`src/rtl/control_unit_if.sv`:
```
// Control bus between the multicycle control FSM and the datapath.
// The control unit is the master: it receives IR fields and ALU flags,
// and drives every datapath select, operation code and write enable.
interface control_unit_if;
  logic [5:0] OPCODE;
  logic [5:0] FUNCT;
  logic       overflow;
  logic       EQ;
  logic [2:0] IorD;
  logic [1:0] EXCPCtrl;
  logic [1:0] RegDst;
  logic [3:0] DataSrc;
  logic [1:0] SHIFTAmt;
  logic       SHIFTSrc;
  logic [1:0] ALUSrcA;
  logic [1:0] ALUSrcB;
  logic [1:0] PCSrc;
  logic [2:0] SHIFTOp;
  logic [2:0] ALUOp;
  logic [1:0] LSCtrl;
  logic [1:0] SSCtrl;
  logic       PCWrite;
  logic       MemWrite;
  logic       IRWrite;
  logic       RegWrite;
  logic       ALUOutWrite;
  logic       EPCWrite;
  logic       RegAWrite;
  logic       RegBWrite;
  logic       MDRWrite;

  modport master (
    input  OPCODE, FUNCT, overflow, EQ,
    output IorD, EXCPCtrl, RegDst, DataSrc, SHIFTAmt, SHIFTSrc, ALUSrcA, ALUSrcB,
           PCSrc, SHIFTOp, ALUOp, LSCtrl, SSCtrl, PCWrite, MemWrite, IRWrite,
           RegWrite, ALUOutWrite, EPCWrite, RegAWrite, RegBWrite, MDRWrite
  );

  modport slave (
    output OPCODE, FUNCT, overflow, EQ,
    input  IorD, EXCPCtrl, RegDst, DataSrc, SHIFTAmt, SHIFTSrc, ALUSrcA, ALUSrcB,
           PCSrc, SHIFTOp, ALUOp, LSCtrl, SSCtrl, PCWrite, MemWrite, IRWrite,
           RegWrite, ALUOutWrite, EPCWrite, RegAWrite, RegBWrite, MDRWrite
  );
endinterface

```
`src/rtl/control_unit.sv`:
```
// Multicycle control FSM for the MIPS-subset CPU. Outputs are a pure
// decode of the current state (plus EQ in the branch states); a reset
// held high forces the decode to the all-zero RESET pattern immediately.
module control_unit #(
  parameter int STATE_W = 6
) (
  input  logic          clk,
  input  logic          reset,
  control_unit_if.master cu
);

  localparam logic [STATE_W-1:0] S_RESET   = STATE_W'(0);
  localparam logic [STATE_W-1:0] S_FETCH0  = STATE_W'(1);
  localparam logic [STATE_W-1:0] S_FETCH1  = STATE_W'(2);
  localparam logic [STATE_W-1:0] S_FETCH2  = STATE_W'(3);
  localparam logic [STATE_W-1:0] S_DECODE  = STATE_W'(4);
  localparam logic [STATE_W-1:0] S_EX_ADD  = STATE_W'(5);
  localparam logic [STATE_W-1:0] S_EX_SUB  = STATE_W'(6);
  localparam logic [STATE_W-1:0] S_EX_AND  = STATE_W'(7);
  localparam logic [STATE_W-1:0] S_EX_ADDI = STATE_W'(8);
  localparam logic [STATE_W-1:0] S_WB_RD   = STATE_W'(9);
  localparam logic [STATE_W-1:0] S_WB_RT   = STATE_W'(10);
  localparam logic [STATE_W-1:0] S_SLT     = STATE_W'(11);
  localparam logic [STATE_W-1:0] S_SH_LD   = STATE_W'(12);
  localparam logic [STATE_W-1:0] S_SH_SLL  = STATE_W'(13);
  localparam logic [STATE_W-1:0] S_SH_SRL  = STATE_W'(14);
  localparam logic [STATE_W-1:0] S_SH_WB   = STATE_W'(15);
  localparam logic [STATE_W-1:0] S_JR      = STATE_W'(16);
  localparam logic [STATE_W-1:0] S_LUI     = STATE_W'(17);
  localparam logic [STATE_W-1:0] S_BEQ     = STATE_W'(18);
  localparam logic [STATE_W-1:0] S_BNE     = STATE_W'(19);
  localparam logic [STATE_W-1:0] S_ADDR    = STATE_W'(20);
  localparam logic [STATE_W-1:0] S_LW0     = STATE_W'(21);
  localparam logic [STATE_W-1:0] S_LW1     = STATE_W'(22);
  localparam logic [STATE_W-1:0] S_LW2     = STATE_W'(23);
  localparam logic [STATE_W-1:0] S_LW_WB   = STATE_W'(24);
  localparam logic [STATE_W-1:0] S_SW0     = STATE_W'(25);
  localparam logic [STATE_W-1:0] S_SW1     = STATE_W'(26);
  localparam logic [STATE_W-1:0] S_SW2     = STATE_W'(27);
  localparam logic [STATE_W-1:0] S_SW3     = STATE_W'(28);
  localparam logic [STATE_W-1:0] S_J       = STATE_W'(29);
  localparam logic [STATE_W-1:0] S_JAL0    = STATE_W'(30);
  localparam logic [STATE_W-1:0] S_JAL1    = STATE_W'(31);
  localparam logic [STATE_W-1:0] S_EXC_EPC = STATE_W'(32);
  localparam logic [STATE_W-1:0] S_EXC0    = STATE_W'(33);
  localparam logic [STATE_W-1:0] S_EXC1    = STATE_W'(34);
  localparam logic [STATE_W-1:0] S_EXC2    = STATE_W'(35);
  localparam logic [STATE_W-1:0] S_EXC_PC  = STATE_W'(36);

  logic [STATE_W-1:0] r_state;
  logic [STATE_W-1:0] w_next_state;
  logic [STATE_W-1:0] w_dec_state;
  logic               r_ovf_exc;   // exception cause: 1 overflow, 0 opcode

  // State register; also latches the exception cause on entry to EXC_EPC
  always_ff @(posedge clk) begin
    if (reset) begin
      r_state   <= S_RESET;
      r_ovf_exc <= 1'b0;
    end else begin
      r_state <= w_next_state;
      if (w_next_state == S_EXC_EPC) begin
        r_ovf_exc <= (r_state != S_DECODE);
      end
    end
  end

  // Next-state logic: linear sequences plus dispatch on the IR fields
  always_comb begin
    w_next_state = S_RESET;
    case (r_state)
      S_RESET:  w_next_state = S_FETCH0;
      S_FETCH0: w_next_state = S_FETCH1;
      S_FETCH1: w_next_state = S_FETCH2;
      S_FETCH2: w_next_state = S_DECODE;
      S_DECODE: begin
        case (cu.OPCODE)
          6'h00: begin
            case (cu.FUNCT)
              6'h20:        w_next_state = S_EX_ADD;
              6'h22:        w_next_state = S_EX_SUB;
              6'h24:        w_next_state = S_EX_AND;
              6'h2A:        w_next_state = S_SLT;
              6'h00, 6'h02: w_next_state = S_SH_LD;
              6'h08:        w_next_state = S_JR;
              default:      w_next_state = S_EXC_EPC;
            endcase
          end
          6'h08:        w_next_state = S_EX_ADDI;
          6'h0F:        w_next_state = S_LUI;
          6'h04:        w_next_state = S_BEQ;
          6'h05:        w_next_state = S_BNE;
          6'h23, 6'h2B: w_next_state = S_ADDR;
          6'h02:        w_next_state = S_J;
          6'h03:        w_next_state = S_JAL0;
          default:      w_next_state = S_EXC_EPC;
        endcase
      end
      S_EX_ADD, S_EX_SUB: w_next_state = cu.overflow ? S_EXC_EPC : S_WB_RD;
      S_EX_ADDI:          w_next_state = cu.overflow ? S_EXC_EPC : S_WB_RT;
      S_EX_AND:           w_next_state = S_WB_RD;
      S_SH_LD:            w_next_state = (cu.FUNCT == 6'h02) ? S_SH_SRL : S_SH_SLL;
      S_SH_SLL, S_SH_SRL: w_next_state = S_SH_WB;
      S_ADDR:             w_next_state = (cu.OPCODE == 6'h2B) ? S_SW0 : S_LW0;
      S_LW0:              w_next_state = S_LW1;
      S_LW1:              w_next_state = S_LW2;
      S_LW2:              w_next_state = S_LW_WB;
      S_SW0:              w_next_state = S_SW1;
      S_SW1:              w_next_state = S_SW2;
      S_SW2:              w_next_state = S_SW3;
      S_JAL0:             w_next_state = S_JAL1;
      S_EXC_EPC:          w_next_state = S_EXC0;
      S_EXC0:             w_next_state = S_EXC1;
      S_EXC1:             w_next_state = S_EXC2;
      S_EXC2:             w_next_state = S_EXC_PC;
      S_WB_RD, S_WB_RT, S_SLT, S_SH_WB, S_JR, S_LUI, S_BEQ, S_BNE,
      S_LW_WB, S_SW3, S_J, S_JAL1, S_EXC_PC: w_next_state = S_FETCH0;
      default:            w_next_state = S_RESET;
    endcase
  end

  // Output decode; a high reset selects the all-zero RESET pattern at once
  always_comb begin
    w_dec_state    = reset ? S_RESET : r_state;
    cu.IorD        = 3'b000;
    cu.EXCPCtrl    = 2'b00;
    cu.RegDst      = 2'b00;
    cu.DataSrc     = 4'b0000;
    cu.SHIFTAmt    = 2'b00;
    cu.SHIFTSrc    = 1'b0;
    cu.ALUSrcA     = 2'b00;
    cu.ALUSrcB     = 2'b00;
    cu.PCSrc       = 2'b00;
    cu.SHIFTOp     = 3'b000;
    cu.ALUOp       = 3'b000;
    cu.LSCtrl      = 2'b00;
    cu.SSCtrl      = 2'b00;
    cu.PCWrite     = 1'b0;
    cu.MemWrite    = 1'b0;
    cu.IRWrite     = 1'b0;
    cu.RegWrite    = 1'b0;
    cu.ALUOutWrite = 1'b0;
    cu.EPCWrite    = 1'b0;
    cu.RegAWrite   = 1'b0;
    cu.RegBWrite   = 1'b0;
    cu.MDRWrite    = 1'b0;
    case (w_dec_state)
      S_FETCH0, S_FETCH1: begin
        cu.ALUSrcB = 2'b01; cu.ALUOp = 3'b001;
      end
      S_FETCH2: begin
        cu.ALUSrcB = 2'b01; cu.ALUOp = 3'b001;
        cu.IRWrite = 1'b1; cu.PCWrite = 1'b1;
      end
      S_DECODE: begin
        cu.RegAWrite = 1'b1; cu.RegBWrite = 1'b1;
        cu.ALUSrcB = 2'b11; cu.ALUOp = 3'b001; cu.ALUOutWrite = 1'b1;
      end
      S_EX_ADD:  begin cu.ALUSrcA = 2'b01; cu.ALUOp = 3'b001; cu.ALUOutWrite = 1'b1; end
      S_EX_SUB:  begin cu.ALUSrcA = 2'b01; cu.ALUOp = 3'b010; cu.ALUOutWrite = 1'b1; end
      S_EX_AND:  begin cu.ALUSrcA = 2'b01; cu.ALUOp = 3'b011; cu.ALUOutWrite = 1'b1; end
      S_EX_ADDI, S_ADDR: begin
        cu.ALUSrcA = 2'b01; cu.ALUSrcB = 2'b10; cu.ALUOp = 3'b001; cu.ALUOutWrite = 1'b1;
      end
      S_WB_RD:   begin cu.RegDst = 2'b01; cu.RegWrite = 1'b1; end
      S_WB_RT:   begin cu.RegDst = 2'b00; cu.RegWrite = 1'b1; end
      S_SLT: begin
        cu.ALUSrcA = 2'b01; cu.ALUOp = 3'b111;
        cu.RegDst = 2'b01; cu.DataSrc = 4'b0101; cu.RegWrite = 1'b1;
      end
      S_SH_LD:   begin cu.SHIFTSrc = 1'b0; cu.SHIFTOp = 3'b001; end
      S_SH_SLL:  begin cu.SHIFTAmt = 2'b10; cu.SHIFTOp = 3'b010; end
      S_SH_SRL:  begin cu.SHIFTAmt = 2'b10; cu.SHIFTOp = 3'b011; end
      S_SH_WB:   begin cu.DataSrc = 4'b0110; cu.RegDst = 2'b01; cu.RegWrite = 1'b1; end
      S_JR:      begin cu.ALUSrcA = 2'b01; cu.ALUOp = 3'b000; cu.PCWrite = 1'b1; end
      S_LUI:     begin cu.DataSrc = 4'b0100; cu.RegWrite = 1'b1; end
      S_BEQ: begin
        cu.ALUSrcA = 2'b01; cu.ALUOp = 3'b111; cu.PCSrc = 2'b01; cu.PCWrite = cu.EQ;
      end
      S_BNE: begin
        cu.ALUSrcA = 2'b01; cu.ALUOp = 3'b111; cu.PCSrc = 2'b01; cu.PCWrite = ~cu.EQ;
      end
      S_LW0, S_LW1, S_SW0, S_SW1: cu.IorD = 3'b011;
      S_LW2, S_SW2: begin cu.IorD = 3'b011; cu.MDRWrite = 1'b1; end
      S_LW_WB:   begin cu.LSCtrl = 2'b01; cu.DataSrc = 4'b0001; cu.RegWrite = 1'b1; end
      S_SW3:     begin cu.IorD = 3'b011; cu.SSCtrl = 2'b01; cu.MemWrite = 1'b1; end
      S_J, S_JAL1: begin cu.PCSrc = 2'b10; cu.PCWrite = 1'b1; end
      S_JAL0:    begin cu.RegDst = 2'b10; cu.DataSrc = 4'b0111; cu.RegWrite = 1'b1; end
      S_EXC_EPC: begin
        cu.EXCPCtrl = {1'b0, r_ovf_exc};
        cu.ALUSrcB = 2'b01; cu.ALUOp = 3'b010; cu.EPCWrite = 1'b1;
      end
      S_EXC0, S_EXC1: begin cu.EXCPCtrl = {1'b0, r_ovf_exc}; cu.IorD = 3'b001; end
      S_EXC2: begin
        cu.EXCPCtrl = {1'b0, r_ovf_exc}; cu.IorD = 3'b001; cu.MDRWrite = 1'b1;
      end
      S_EXC_PC: begin
        cu.EXCPCtrl = {1'b0, r_ovf_exc};
        cu.LSCtrl = 2'b11; cu.PCSrc = 2'b11; cu.PCWrite = 1'b1;
      end
      default: cu.IorD = 3'b000;
    endcase
  end

endmodule

```
`src/flat_wrapper.sv`:
```
// flat-port wrapper written by rule: the top's interface ports become plain ports
module control_unit_flat 
#(
  parameter int STATE_W = 6
)
  (clk, reset, cu_OPCODE, cu_FUNCT, cu_overflow, cu_EQ, cu_IorD, cu_EXCPCtrl, cu_RegDst, cu_DataSrc, cu_SHIFTAmt, cu_SHIFTSrc, cu_ALUSrcA, cu_ALUSrcB, cu_PCSrc, cu_SHIFTOp, cu_ALUOp, cu_LSCtrl, cu_SSCtrl, cu_PCWrite, cu_MemWrite, cu_IRWrite, cu_RegWrite, cu_ALUOutWrite, cu_EPCWrite, cu_RegAWrite, cu_RegBWrite, cu_MDRWrite);
  control_unit_if cu_i ();
  input  logic clk;
  input  logic reset;
  input wire logic [$bits(cu_i.OPCODE)-1:0] cu_OPCODE;
  input wire logic [$bits(cu_i.FUNCT)-1:0] cu_FUNCT;
  input wire logic [$bits(cu_i.overflow)-1:0] cu_overflow;
  input wire logic [$bits(cu_i.EQ)-1:0] cu_EQ;
  output wire logic [$bits(cu_i.IorD)-1:0] cu_IorD;
  output wire logic [$bits(cu_i.EXCPCtrl)-1:0] cu_EXCPCtrl;
  output wire logic [$bits(cu_i.RegDst)-1:0] cu_RegDst;
  output wire logic [$bits(cu_i.DataSrc)-1:0] cu_DataSrc;
  output wire logic [$bits(cu_i.SHIFTAmt)-1:0] cu_SHIFTAmt;
  output wire logic [$bits(cu_i.SHIFTSrc)-1:0] cu_SHIFTSrc;
  output wire logic [$bits(cu_i.ALUSrcA)-1:0] cu_ALUSrcA;
  output wire logic [$bits(cu_i.ALUSrcB)-1:0] cu_ALUSrcB;
  output wire logic [$bits(cu_i.PCSrc)-1:0] cu_PCSrc;
  output wire logic [$bits(cu_i.SHIFTOp)-1:0] cu_SHIFTOp;
  output wire logic [$bits(cu_i.ALUOp)-1:0] cu_ALUOp;
  output wire logic [$bits(cu_i.LSCtrl)-1:0] cu_LSCtrl;
  output wire logic [$bits(cu_i.SSCtrl)-1:0] cu_SSCtrl;
  output wire logic [$bits(cu_i.PCWrite)-1:0] cu_PCWrite;
  output wire logic [$bits(cu_i.MemWrite)-1:0] cu_MemWrite;
  output wire logic [$bits(cu_i.IRWrite)-1:0] cu_IRWrite;
  output wire logic [$bits(cu_i.RegWrite)-1:0] cu_RegWrite;
  output wire logic [$bits(cu_i.ALUOutWrite)-1:0] cu_ALUOutWrite;
  output wire logic [$bits(cu_i.EPCWrite)-1:0] cu_EPCWrite;
  output wire logic [$bits(cu_i.RegAWrite)-1:0] cu_RegAWrite;
  output wire logic [$bits(cu_i.RegBWrite)-1:0] cu_RegBWrite;
  output wire logic [$bits(cu_i.MDRWrite)-1:0] cu_MDRWrite;
  assign cu_i.OPCODE = cu_OPCODE;
  assign cu_i.FUNCT = cu_FUNCT;
  assign cu_i.overflow = cu_overflow;
  assign cu_i.EQ = cu_EQ;
  assign cu_IorD = cu_i.IorD;
  assign cu_EXCPCtrl = cu_i.EXCPCtrl;
  assign cu_RegDst = cu_i.RegDst;
  assign cu_DataSrc = cu_i.DataSrc;
  assign cu_SHIFTAmt = cu_i.SHIFTAmt;
  assign cu_SHIFTSrc = cu_i.SHIFTSrc;
  assign cu_ALUSrcA = cu_i.ALUSrcA;
  assign cu_ALUSrcB = cu_i.ALUSrcB;
  assign cu_PCSrc = cu_i.PCSrc;
  assign cu_SHIFTOp = cu_i.SHIFTOp;
  assign cu_ALUOp = cu_i.ALUOp;
  assign cu_LSCtrl = cu_i.LSCtrl;
  assign cu_SSCtrl = cu_i.SSCtrl;
  assign cu_PCWrite = cu_i.PCWrite;
  assign cu_MemWrite = cu_i.MemWrite;
  assign cu_IRWrite = cu_i.IRWrite;
  assign cu_RegWrite = cu_i.RegWrite;
  assign cu_ALUOutWrite = cu_i.ALUOutWrite;
  assign cu_EPCWrite = cu_i.EPCWrite;
  assign cu_RegAWrite = cu_i.RegAWrite;
  assign cu_RegBWrite = cu_i.RegBWrite;
  assign cu_MDRWrite = cu_i.MDRWrite;
  control_unit #(.STATE_W(STATE_W)) u_core (.clk(clk), .reset(reset), .cu(cu_i));
endmodule
```
`config.mk`:
```
export PLATFORM = sky130hd
export DESIGN_NAME = control_unit_flat
export DESIGN_NICKNAME = d
export VERILOG_FILES = /design/src/rtl/control_unit_if.sv /design/src/rtl/control_unit.sv /design/src/flat_wrapper.sv
export SDC_FILE = /design/constraint.sdc
export NUM_CORES = 1
export LEC_CHECK = 0
export ABC_AREA = 1
export CELL_PAD_IN_SITES_DETAIL_PLACEMENT = 0
export CELL_PAD_IN_SITES_GLOBAL_PLACEMENT = 1
export CORE_AREA = 2 2 79 81
export CTS_BUF_LIST = sky130_fd_sc_hd__clkbuf_8
export DETAILED_ROUTE_END_ITERATION = 7
export DIE_AREA = 0 0 81 83
export PLACE_DENSITY_LB_ADDON = 0.12
export REMOVE_ABC_BUFFERS = 1
export SLEW_MARGIN = 20
export SYNTH_ARGS = -nofsm -noshare
export SYNTH_HDL_FRONTEND = slang
export SYNTH_SLANG_ARGS = --single-unit
```
`constraint.sdc`:
```
create_clock -name clk -period 4.03 [get_ports clk]
set_clock_uncertainty 0.15 [all_clocks]
set_input_delay 0.806 -clock clk [delete_from_list [all_inputs] [get_ports clk]]
set_output_delay 0.806 -clock clk [all_outputs]
set_load 0.005 [all_outputs]
```
Word level (Yosys, flattened, before mapping). Index checks and enable logic that the tools add are counted.

Bits in registers: 7. Output and inout bits: 39. Logic and storage cells: 144.

Equality and inequality tests: 88. Multiplexer cells: 28. Bitwise operators: 1. Reduce and logical (&&, ||, !) cells: 25.

Operators with widths (count): == test 6 x 5 -> 1 bit (second input constant) (32); one-hot mux 6 bit (22 select lines) (1); == test 6 x 4 -> 1 bit (second input constant) (19); == test 6 bit (second input constant) (17); == test 6 x 3 -> 1 bit (second input constant) (10); one-hot mux 6 bit (8 select lines) (1); == test 6 x 2 -> 1 bit (second input constant) (7); one-hot mux 6 bit (6 select lines) (1); OR reduction 7 bit (3); zero test 6 bit (3); two-way mux 6 bit (3); one-hot mux 2 bit (3 select lines) (3); OR reduction 2 bit (9); one-hot mux 3 bit (5 select lines) (1); OR reduction 14 bit (1); == test 6 x 1 -> 1 bit (second input constant) (2); one-hot mux 2 bit (2 select lines) (3); one-hot mux 3 bit (4 select lines) (1); OR reduction 3 bit (4); two-way mux 1 bit (10); OR reduction 5 bit (2); OR reduction 9 bit (1); inequality test 6 x 3 -> 1 bit (second input constant) (1); OR reduction 6 bit (1); other kinds (5) (6).

Logic depth before layout (Yosys ltp).
Depth in word-level cells: 6. Mapped depth: 11.

Worst setup path before layout. Ideal clock, no wire load.

Path kind: input to output. Start: input reset. End: output cu_SSCtrl[0]. Data arrival time: 1.745 ns. Required time: 3.074 ns. Slack: 1.329 ns. Stages: 4. Path buffers: 3. Cell sequence: buf_2 -> clkbuf_1 -> nor4_1 -> buf_4.

Longest elaborated chain between the ends: 3.

Ends and longest elaborated chain: from (decl) (line flat_wrapper.sv:9) `input logic reset;`; two-way mux 6 bit (line control_unit.sv:124) `w_dec_state = reset ? S_RESET : r_state;`; == test 6 x 5 -> 1 bit (line control_unit.sv:147) `case (w_dec_state)`; two-way mux 1 bit (line control_unit.sv:147); to (decl) (line flat_wrapper.sv:26) `output wire logic [$bits(cu_i.SSCtrl)-1:0] cu_SSCtrl;`.

Every way passes these cells.

Worst setup path in the final report.
Start: input reset. End: output cu_RegWrite.

Longest elaborated chain between the ends: 4. Elaborated cells between the ends (all ways): 10.

Ends and longest elaborated chain: two-way mux 6 bit * (line control_unit.sv:124); == test 6 x 4 -> 1 bit / == test 6 x 5 -> 1 bit (equally long branches) (line control_unit.sv:147); OR reduction 7 bit (no line) *; two-way mux 1 bit * (line control_unit.sv:147); to (decl) (line flat_wrapper.sv:30) `output wire logic [$bits(cu_i.RegWrite)-1:0] cu_RegWrite;`.

Mark *: on every way between the ends. The rest lies on a longest branch, timed or not.

==> metrics.txt <==
top cell type's share of synthesized area=19.8%; final WL=5000 um; CTS max path bufs=2; Vias/cell=4.68; DIE AREA=0.00672 mm2; Pre-Repair DR Iteration Count=5; PortBufs=46; worst hold path depth=2; multiplexer share of the synthesized area=0%; most common cell in the synthesized netlist=nand2_1; Antenna Cells=0; f_max=0.270 GHz; CP delay by family, top=buffers and inverters; clk slew on worst S/H paths=0.04 ns; hpwl dp=between 4000 and 5000 um; Iter 0 DRT Violations=roughly 250; largest family of logic cells by synthesized area=simple AND/OR/NAND/NOR gates; Filler cells=704; Simple-Gate Fraction of Synth Area=61.1%; non-filler cells, final=414; antenna violations before repair=0; max cap viols=0; setup bufs post-CTS=0; # IOs=55; GRT Total Usage=15.3%; Worst Path Class, Setup=in2out; Period minus WS final=3.70 ns; Synth cell types=28; Congestion Overflow GR=0; worst path setup slack after routing=0.328 ns; Post-Syn Area=0.00144 mm2; Post-Synth XOR/XNOR Area=0%; CP bufs+invs=2; Pwr Total=0.524 mW; Core Area=0.00582 mm2; cts bufs inserted=3; WHS=0.366 ns; # nets final=356; Setup TNS Final=0 ns; status=complete, no violations; largest area contributor in the netlist=nand2_1; Post-synth EDFFs=0; critical path, cell by cell=clkdlybuf4s50_1 -> nor2_1 -> nand2_1 -> o21ai_0 -> nor2_1 -> o2111ai_1 -> clkdlybuf4s50_1; Syn Area/Cell=4.94 um2; Synth Area in Adders=0%; via count=1939; Worst Hold Path EP=u_core.r_ovf_exc; clock root cell=clkbuf_8; end of the worst register-to-register path=u_core.r_state[0]; top cells by count, synth=nand2_1 (76), nor2_1 (59), nand3_1 (36); register area share after synthesis=9.71%; routability congestion estimate=0.856; hold-fix buffers at CTS=0; Fin. Hold Viols=0; layout cell share with drive strength beyond 1=under 10%; Setup crit end kind=output port; post-CTS sizing=0; Req. time, crit path=3.07 ns; pre-CTS WS=between 0.3 and 0.4 ns; ys async rst share=0%; multi-input logic area=0.00108 mm2; TritonCTS Sinks=7; placed cells=410; register area=140 um2; Synth warnings=0; P&R area growth vs syn=38.6%; Tcrit/Tclk final=between 90% and 100%; CTS tree=built; post-synthesis compound-gate area fraction=11.7%; Max VDD drop=236 uV; Final Max Tran Viols=0; DRC=0; Syn Inst Count=292; slowest cell delay on critical path=0.54 ns; antenna viol nets, final=0; RSZ-0062 raised after global routing=no; Die W=about 81 um; die height=83 um; Clock Latency Late Sink=0.22 ns; row cnt=28; Initial Util=about a quarter; Reg2Reg Depth=11; first-pass GRT wire length=around 8400 um; synth top area cells=nand2_1 (20%), nor2_1 (15%), nand3_1 (12%), dfxtp_1 (9.7%), inv_1 (8.8%); critical path's slowest cell=clkdlybuf4s50_1; hold path startpoint=u_core.r_ovf_exc; htree depth=1; reg2reg start=u_core.r_state[0]; R2R Setup Slk=2.16 ns; startpoint types=primary input; Pleak=between 1 and 1.5 nW; number of synthesized register bits=7; vias in the first global route=1801; WP data arrival=roughly 2.8 ns; Top FF cell, synth=dfxtp_1; largest net degree at the start of global routing=13; PwrDens=262 mW/mm2; # setup viols final=0; HP Class=reg2reg; Critical Path Fanout Max=8; Wirelength per Cell=12.1 um
## sequential cells by signal, summed over array words and instances (netlist names)
| signal | count |
|---|---|
| u_core.r_ovf_exc | 1 |
| u_core.r_state | 6 |
## placed cells by master (no fill, tap or decap)
cell	Yosys	final
o21ai_0	10	10
dfxtp_1	7	7
nor2_1	59	59
nor4_1	1	1
nor3_1	5	5
or2_2	1	1
nand4_1	3	3
o31ai_1	1	1
nor2_4	4	4
o22ai_1	1	1
or2_1	1	1
nor2_2	4	4
nor3b_1	1	1
a21oi_1	10	10
nand2_2	5	5
clkbuf_8	0	3
nand2_1	76	76
inv_2	8	8
o21ai_1	2	2
inv_1	34	35
nand3_1	36	36
a31oi_1	1	1
o2111ai_1	1	1
buf_4	11	3
conb_1	1	8
o211ai_1	4	4
clkdlybuf4s50_1	0	46
nand3b_1	3	3
## cells by family (layout without fill, tap and decap cells)
logic type / after synthesis / after routing
and+or+nand+nor: 199 / 199
buffers and inverters: 55 / 95
AOI/OAI and AO/OA: 30 / 30
DFF: 7 / 7
other: 1 / 8
## how the worst max path moves through the flow
stage,start,to,slack [ns],cells past startpoint
2_1_floorplan,reset,cu_ALUOp[0],1.55,5
3_3_place_gp,reset,cu_RegWrite,0.33,7
3_5_place_dp,reset,cu_RegWrite,0.32,7
4_1_cts,reset,cu_RegWrite,0.31,7
5_1_grt,reset,cu_RegWrite,0.1,7
6_report,reset,cu_RegWrite,0.33,7
## final cells by class
type | count | area share [%]
multi-input cells | 237 | 54.0
flip-flops and latches | 7 | 7.01
inverters | 42 | 7.88
well taps | 75 | 4.69
repair buffers | 49 | 24.2
clock inverters | 1 | 0.188
clock buffers | 3 | 2.07
## where the power goes
part           internal [mW]  total (mW)  switching, mW
sequential            0.0830       0.105         0.0220
combinational          0.114       0.327          0.213
clock                 0.0655      0.0919         0.0264
## metal layers
metal / track usage (%) / part of all wire (%) / vias up
met5: 0 / 0 / -
met4: 3.08 / 1.7 / 0
met3: 1.41 / 5.6 / 9
met2: 24.9 / 46 / 65
met1: 21.7 / 47 / 856
li1: - / - / 1009
## through the flow
stage | utilization, % | area, um2
finish | 34.4 | 2000
global route | 34.4 | 2000
CTS | 34.4 | 2000
detailed placement | 33.6 | 1950
global placement | 33.6 | 1950
floorplan | - | 1380
## tightest hold or removal path, delay by kind of cell (launching register included)
| family | cells | cell delay [ns] |
|---|---|---|
| DFF | 1 | 0.33 |
| AOI/OAI and AO/OA | 1 | 0.10 |
| buffers and inverters | 1 | 0.05 |
(Power assumes the default switching activity.)
